**config.mk**
```make
export PLATFORM = sky130hd
export DESIGN_NAME = pixel_event_scheduler
export DESIGN_NICKNAME = d
export VERILOG_FILES = /design/src/rtl/lib_arbiter_pkg.sv /design/src/rtl/rr_priority_pick.sv /design/src/rtl/pixel_event_scheduler.sv
export SDC_FILE = /design/constraint.sdc
export NUM_CORES = 1
export LEC_CHECK = 0
export CAP_MARGIN = 25
export CORE_MARGIN = 2
export CORE_UTILIZATION = 40
export DETAILED_ROUTE_END_ITERATION = 6
export MAX_ROUTING_LAYER = met4
export PLACE_DENSITY = 0.67
export SYNTH_ARGS = -nofsm -noshare
export SYNTH_HDL_FRONTEND = slang
export SYNTH_SLANG_ARGS = --single-unit
```
**constraint.sdc**
```tcl
create_clock -name clk_i -period 6.3 [get_ports clk_i]
set_input_delay 1.575 -clock clk_i [delete_from_list [all_inputs] [get_ports clk_i]]
set_output_delay 1.575 -clock clk_i [all_outputs]
set_load 0.005 [all_outputs]
```
**src/rtl/lib_arbiter_pkg.sv**
```systemverilog
// Shared types and constants for the pixel event arbitration logic.
package lib_arbiter_pkg;

  localparam int unsigned POLARITY = 2;

  typedef enum logic [1:0] {
    IDLE,
    SEND,
    ACK
  } sched_state_t;

  localparam logic [POLARITY-1:0] POL_ON  = 2'b10;
  localparam logic [POLARITY-1:0] POL_OFF = 2'b01;

endpackage

```
**src/rtl/rr_priority_pick.sv**
```systemverilog
// Combinational round-robin pick: first set bit at or above rr_ptr_i, wrapping.
module rr_priority_pick #(
  parameter int unsigned NUM_PIX = 16,
  parameter int unsigned IDX_W   = $clog2(NUM_PIX)
) (
  input  logic [NUM_PIX-1:0] active_i,
  input  logic [IDX_W-1:0]   rr_ptr_i,
  output logic               found_o,
  output logic [IDX_W-1:0]   idx_o
);

  logic [2*NUM_PIX-1:0] doubled;
  logic [NUM_PIX-1:0]   rotated;
  logic [IDX_W-1:0]     offset;

  // Rotating the doubled vector puts rr_ptr_i at bit 0.
  assign doubled = {active_i, active_i} >> rr_ptr_i;
  assign rotated = doubled[NUM_PIX-1:0];

  always_comb begin
    found_o = 1'b0;
    offset  = '0;
    for (int i = NUM_PIX - 1; i >= 0; i--) begin
      if (rotated[i]) begin
        found_o = 1'b1;
        offset  = IDX_W'(i);
      end
    end
  end

  // NUM_PIX is a power of two, so the add wraps modulo NUM_PIX for free.
  assign idx_o = offset + rr_ptr_i;

endmodule

```
**src/rtl/pixel_event_scheduler.sv**
```systemverilog
// Round-robin scheduler sharing one timestamped event channel among NUM_PIX pixels,
// with a one-cycle acknowledge back to the served pixel.
module pixel_event_scheduler
  import lib_arbiter_pkg::*;
#(
  parameter int unsigned NUM_PIX = 16,
  parameter int unsigned IDX_W   = $clog2(NUM_PIX),
  parameter int unsigned TS_W    = 16
) (
  input  logic                               clk_i,
  input  logic                               reset_i,
  input  logic                               enable_i,
  input  logic [NUM_PIX-1:0][POLARITY-1:0]   req_i,
  output logic [NUM_PIX-1:0]                 ack_o,
  output logic                               evt_valid_o,
  input  logic                               evt_ready_i,
  output logic [IDX_W-1:0]                   evt_idx_o,
  output logic                               evt_pol_o,
  output logic [TS_W-1:0]                    evt_ts_o,
  output logic                               busy_o,
  output logic [7:0]                         err_cnt_o
);

  sched_state_t          state_q, state_d;
  logic [IDX_W-1:0]      rr_ptr_q, rr_ptr_d;
  logic [TS_W-1:0]       ts_cnt_q;
  logic [IDX_W-1:0]      idx_q, idx_d;
  logic                  pol_q, pol_d;
  logic [TS_W-1:0]       ts_q, ts_d;
  logic [NUM_PIX-1:0]    ack_q, ack_d;
  logic                  valid_q, valid_d;
  logic                  busy_q, busy_d;
  logic [7:0]            err_q, err_d;

  logic [NUM_PIX-1:0]    active;
  logic                  found;
  logic [IDX_W-1:0]      pick_idx;
  logic [POLARITY-1:0]   pick_req;

  always_comb begin
    for (int i = 0; i < NUM_PIX; i++) begin
      active[i] = |req_i[i];
    end
  end

  rr_priority_pick #(
    .NUM_PIX (NUM_PIX),
    .IDX_W   (IDX_W)
  ) u_pick (
    .active_i (active),
    .rr_ptr_i (rr_ptr_q),
    .found_o  (found),
    .idx_o    (pick_idx)
  );

  assign pick_req = req_i[pick_idx];

  always_comb begin
    state_d  = state_q;
    rr_ptr_d = rr_ptr_q;
    idx_d    = idx_q;
    pol_d    = pol_q;
    ts_d     = ts_q;
    err_d    = err_q;
    ack_d    = '0;
    unique case (state_q)
      IDLE: begin
        if (enable_i && found) begin
          state_d = SEND;
          idx_d   = pick_idx;
          pol_d   = (pick_req == POL_ON);
          ts_d    = ts_cnt_q;
          // Both polarities at once is illegal: reported as OFF and counted.
          if (pick_req == (POL_ON | POL_OFF) && err_q != 8'hff) begin
            err_d = err_q + 8'd1;
          end
        end
      end
      SEND: begin
        if (evt_ready_i) begin
          state_d = ACK;
          ack_d   = NUM_PIX'(1) << idx_q;
        end
      end
      ACK: begin
        state_d  = IDLE;
        rr_ptr_d = idx_q + IDX_W'(1);
      end
      default: state_d = IDLE;
    endcase
    valid_d = (state_d == SEND);
    busy_d  = (state_d != IDLE);
  end

  always_ff @(posedge clk_i or posedge reset_i) begin
    if (reset_i) begin
      state_q  <= IDLE;
      rr_ptr_q <= '0;
      ts_cnt_q <= '0;
      idx_q    <= '0;
      pol_q    <= 1'b0;
      ts_q     <= '0;
      ack_q    <= '0;
      valid_q  <= 1'b0;
      busy_q   <= 1'b0;
      err_q    <= '0;
    end else begin
      state_q  <= state_d;
      rr_ptr_q <= rr_ptr_d;
      ts_cnt_q <= ts_cnt_q + TS_W'(1);
      idx_q    <= idx_d;
      pol_q    <= pol_d;
      ts_q     <= ts_d;
      ack_q    <= ack_d;
      valid_q  <= valid_d;
      busy_q   <= busy_d;
      err_q    <= err_d;
    end
  end

  assign ack_o       = ack_q;
  assign evt_valid_o = valid_q;
  assign evt_idx_o   = idx_q;
  assign evt_pol_o   = pol_q;
  assign evt_ts_o    = ts_q;
  assign busy_o      = busy_q;
  assign err_cnt_o   = err_q;

endmodule

```
* Yosys cells after proc, flatten, opt, wreduce, memory -nomap -nowiden
Cells that the tools add are included.
** Cells by class
- Add/sub/neg operators :: 4
- Magnitude comparators :: 1
- Eq/ne operators :: 6
- Shift operators :: 2
- Multiplexer cells :: 39
- Reduce and logical (&&, ||, !) cells :: 22
** Operators by type and width (number)
- $mux 4 :: 16
- $mux 16 :: 2
- $reduce_or 2->1 :: 16
- $shr 32x4->16 :: 1
- $add 16x1->16 const B :: 1
- $mux 1 :: 16
- $shl 1x4->16 const A :: 1
- $add 8x1->8 const B :: 1
- $bmux 2 s4 :: 1
- $ne 8x8->1 const B :: 1
- $eq 2x2->1 const B :: 3
- $mux 2 :: 3
- $lt 4x5->1 const B :: 1
- $add 4x1->4 const B :: 1
- $add 4x4->4 :: 1
- $eq 2x1->1 const B :: 2
- $pmux 2 s2 :: 1
- $reduce_and 3->1 :: 1
- $logic_and 1x1->1 :: 2
- $logic_not 2->1 :: 1
- $reduce_and 2->1 :: 1
- $reduce_bool 2->1 :: 1
** Word-level totals
- Bits in registers :: 69
- Output and inout bits :: 47
- Logic and storage cells :: 84

* Longest topological paths before layout
- Depth after elaboration :: 24
- Gate-level depth with buffers :: 25
- Mapped depth without buffers :: 20

* Modules after synthesis
Synthesis repeated with hierarchy kept, for this count alone.
** Unflattened totals
- Cell total of the unflattened synthesis :: 406
- Area, all modules :: 4446.8 µm²
** By module, submodules not included
- pixel_event_scheduler :: times used 1, cells each 277, area an instance 3126.7 µm², seq. area each 1726.7 µm²
- rr_priority_pick :: times used 1, cells each 129, area an instance 1320.0 µm², seq. area each 0.0 µm²

* Least setup slack after synthesis
OpenSTA, ideal clock, no wires.
- Path type :: input port to flip-flop
- Start point :: input req_i[8] in the netlist's numbering
- End point :: register err_q[1] (netlist: err_cnt_o[1])
- Library setup time :: 0.125 ns
- Arrival time :: 6.048 ns
- Data required time :: 6.175 ns
- Setup slack :: 0.127 ns
- Stages on the path :: 18
- Buffers on the path :: 1
- Cells stage by stage :: or2_1 -> mux4_2 -> o21ai_0 -> o221ai_1 -> a211o_1 -> a31o_2 -> a221o_1 -> a31oi_1 -> o311ai_0 -> ha_1 -> fa_1 -> buf_1 -> mux4_2 -> mux2_2 -> or4_1 -> nand3_2 -> nor2_2 -> mux2_4
** On the way
- Word-level cells in the longest chain between the ends :: 24
** RTL lines
- start, declared :: line pixel_event_scheduler.sv:13 : input logic [NUM_PIX-1:0][POLARITY-1:0] req_i,
- $reduce_or 2->1 (*) :: line pixel_event_scheduler.sv:42 : active[i] = |req_i[i];
- $shr 32x4->16 (*) :: line rr_priority_pick.sv:17 : assign doubled = {active_i, active_i} >> rr_ptr_i;
- $mux 4 (15 in series) :: line rr_priority_pick.sv:24 : if (rotated[i]) begin
- $mux 4 (*) :: line rr_priority_pick.sv:24
- $add 4x4->4 (*) :: line rr_priority_pick.sv:32 : assign idx_o = offset + rr_ptr_i;
- named net pick_idx[1] :: line pixel_event_scheduler.sv:37 : logic [IDX_W-1:0] pick_idx;
- $bmux 2 s4 (*) :: line pixel_event_scheduler.sv:56 : assign pick_req = req_i[pick_idx];
- $mux 2 (implied by the code) (*) :: line pixel_event_scheduler.sv:56
- $eq 2x2->1 (*) :: line pixel_event_scheduler.sv:74 : if (pick_req == (POL_ON | POL_OFF) && err_q != 8'hff) begin
- $logic_and 1x1->1 (*) :: line pixel_event_scheduler.sv:74
- $reduce_and 3->1 (no source line) (*)
- end signal, assigned :: line pixel_event_scheduler.sv:117 : err_q <= err_d;
- end, declared :: line pixel_event_scheduler.sv:33 : logic [7:0] err_q, err_d;
Mark *: on every way through the listed nets, which the timed path passes. The rest lies on a longest branch. The select of a mux whose other input is x is not followed.
A chain may end at the register's enable or synchronous reset.

* Worst setup path after layout
- Start point :: input req_i[14] in the netlist's numbering
- End point :: register err_q[5] (netlist: err_cnt_o[5])
The elaborated chain is that of the path after synthesis.

==> results_dict.tcl <==
set metrics [dict create \
    outcome "finished clean" \
    yosys.area.top_type_share 0.373 \
    final_common_cell "buf_4" \
    dr.pass1.iters 4 \
    cts_made_buffers 9 \
    die-area_um2 12400 \
    die_w_um 112 \
    synthArstFlopShare 1.00 \
    die_height_um 112 \
    reg2reg_slack_ps 880 \
    vias 4210 \
    min_period_ps 6200 \
    drv_slew 0 \
    cp_num_buf_inv 3 \
    grt_max_degree 70 \
    syn_inst 451 \
    power_leakage_nw 3.08 \
    start_util 0.407 \
    synth_ff_type "dfrtp_1" \
    pin_count 83 \
    clock_latency_ps 320 \
    drt-initial-drc-count 235 \
    viasPerCell 5.53 \
    synthTopCellsByArea "dfrtp_1 (37%), mux4_2 (12%), mux2_2 (5.4%), a21oi_1 (3.0%), ha_1 (3.0%)" \
    dp_hpwl_um 10300 \
    nets 661 \
    portBuffers 82 \
    syn_nets 499 \
    place_congestion 0.999 \
    diodes 0 \
    drc 0 \
    ys_ff_latch 69 \
    synth-edff-count 0 \
    timing.fmax_ghz 0.161 \
    timing.rr.start "rr_ptr_q[2]$_DFFE_PP0N_" \
    clockBufferDepth 2 \
    fin_setup_tns_ps 0 \
    cts_hold_buf 0 \
    synth-seq-area-share 0.373 \
    grt_pass1_wl_um 21300 \
    yosys.area.top_type "dfrtp_1" \
    critical-path-top-delay-family "multiplexers" \
    final_cell_mix "buf_4 (84), dfrtp_1 (69), clkdlybuf4s50_1 (67), nand2_1 (34), nor2_1 (31)" \
    wl_per_cell_um 17.5 \
    rows 39 \
    worstPathArrival_ps 6400 \
    finalSetupViolCount 0 \
    period_share 0.984 \
    power-per-cell-area_nw_per_um2 441 \
    grt_usage 0.218 \
    slowest_stage "fa_1" \
    drive_above_1_share 0.301 \
    syn_to_final_growth_pct 45.5 \
    cts_tree "yes" \
    cts_max_level 3 \
    skew_ps 9.28 \
    synth_area_per_cell_um2 10.3 \
    antenna_found_initial 0 \
    hold_path_class "reg -> reg" \
    min_from "ts_cnt_q[15]$_DFF_PP0_" \
    max_stage_delay_ps 570 \
    path_common_cell "mux4_2" \
    end_kind "flip-flop" \
    grt_overflow 0 \
    dp_slack_ps -486 \
    finalHoldViolations 0 \
    power_mw 2.97 \
    vdd_drop_max_mv 0.233 \
    rsz0062_at_grt "true" \
    netlist-cell-type-count 59 \
    core_area_um2 11400 \
    worst_slew_pin_slew_ps 846 \
    path_class "in -> reg" \
    cts-root-buf "clkbuf_16" \
    syn_area_um2 4630 \
    clock-sinks 69 \
    cp-start-kind "input port" \
    crit_fanout 8 \
    drt_wl_total_um 13300 \
    antenna_left 0 \
    cp-startpoint "req_i[14]" \
    max_slew_margin 0.436 \
    clk_pin_slew_ps 50 \
    crit_required_ps 6500 \
    ys_warn_count 0 \
    worstPathCellList "clkdlybuf4s50_1 > nor2_1 > mux4_2 > mux4_2 > a31o_2 > a221o_1 > a31oi_1 > o311ai_1 > ha_2 > fa_1 > buf_6 > mux4_2 > mux2_4 > or4_4 > nand3_4 > buf_6 > nor3_4 > xor2_1" \
    setup_ws_ps 98.0 \
    grt_pass1_vias 4127 \
    max_cap_viol_count 0 \
]
sequential cells by signal (all words and copies together), names as in the netlist:
name,count
ack_o,16
busy_o,1
err_cnt_o,8
evt_idx_o,4
evt_pol_o,1
evt_ts_o,16
evt_valid_o,1
rr_ptr_q,4
state_q,2
ts_cnt_q,16
metal layers:
layer,share of wire,global-route usage
met1,0.43,0.281
met2,0.51,0.370
met3,0.046,0.0321
met4,0.017,0.0428
met5,0,-
final timing paths:
path / to / cells after the start
max: err_cnt_o[5]$_DFFE_PP0P_ / 18
min: ts_cnt_q[15]$_DFF_PP0_ / 1
max reg2reg: err_cnt_o[5]$_DFFE_PP0P_ / 17
min reg2reg: ts_cnt_q[15]$_DFF_PP0_ / 1
max in group asynchronous: state_q[0]$_DFF_PP0_ / 3
min in group asynchronous: evt_ts_o[11]$_DFFE_PP0P_ / 3
synth_stat cells (all sizes together), types with 5 or more instances:
library cell and number:
dfrtp 69, nand2 36, nor2 34, a21oi 28, mux4 27, mux2 23
nor3 21, and3 19, o21ai 18, nand3 15, xnor2 13, xor2 12
ha 11, inv 11, or2 11, and2 10, buf 10, clkbuf 9
mux2i 5, nor2b 5
power by group:
| part | switching, mW | internal (mW) | total (mW) |
|---|---|---|---|
| registers | 0.0958 | 0.510 | 0.606 |
| clock network | 0.181 | 0.386 | 0.567 |
| logic | 0.833 | 0.963 | 1.80 |
kinds of logic after synthesis:
group,Yosys count,synth area share
AOI/OAI and AO/OA,82,0.118
xor gates and xnor gates,25,0.0473
adders and majority gates,12,0.0341
buffers and inverters,33,0.0297
DFF,69,0.373
muxes,55,0.201
and+or+nand+nor,175,0.196
layout make-up:
type / instances / area [um2]
fillers: 972 / 4640
repair buffers: 170 / 1540
well taps: 143 / 179
inverters: 14 / 52.6
clock inverters: 6 / 111
clock buffers: 10 / 229
flip-flops and latches: 69 / 1730
multi-input cells: 349 / 2890
repair_timing:
action | in CTS | in global routing
pin swaps | 1 | 14
resized for setup | 5 | 47
endpoints found under the setup margin | 8 | 8
setup buffers | 0 | 3
through the flow:
stage / hold WS, ps / std cells / util / cell area (um2)
finish: 471 / 761 / 0.592 / 6730
global route: 495 / 761 / 0.592 / 6730
CTS: 478 / 758 / 0.577 / 6560
detailed placement: 470 / 742 / 0.545 / 6200
global placement: 458 / 742 / 0.545 / 6200
floorplan: 440 / 451 / - / 4630
Note: power is estimated with default switching activity, not from simulation.
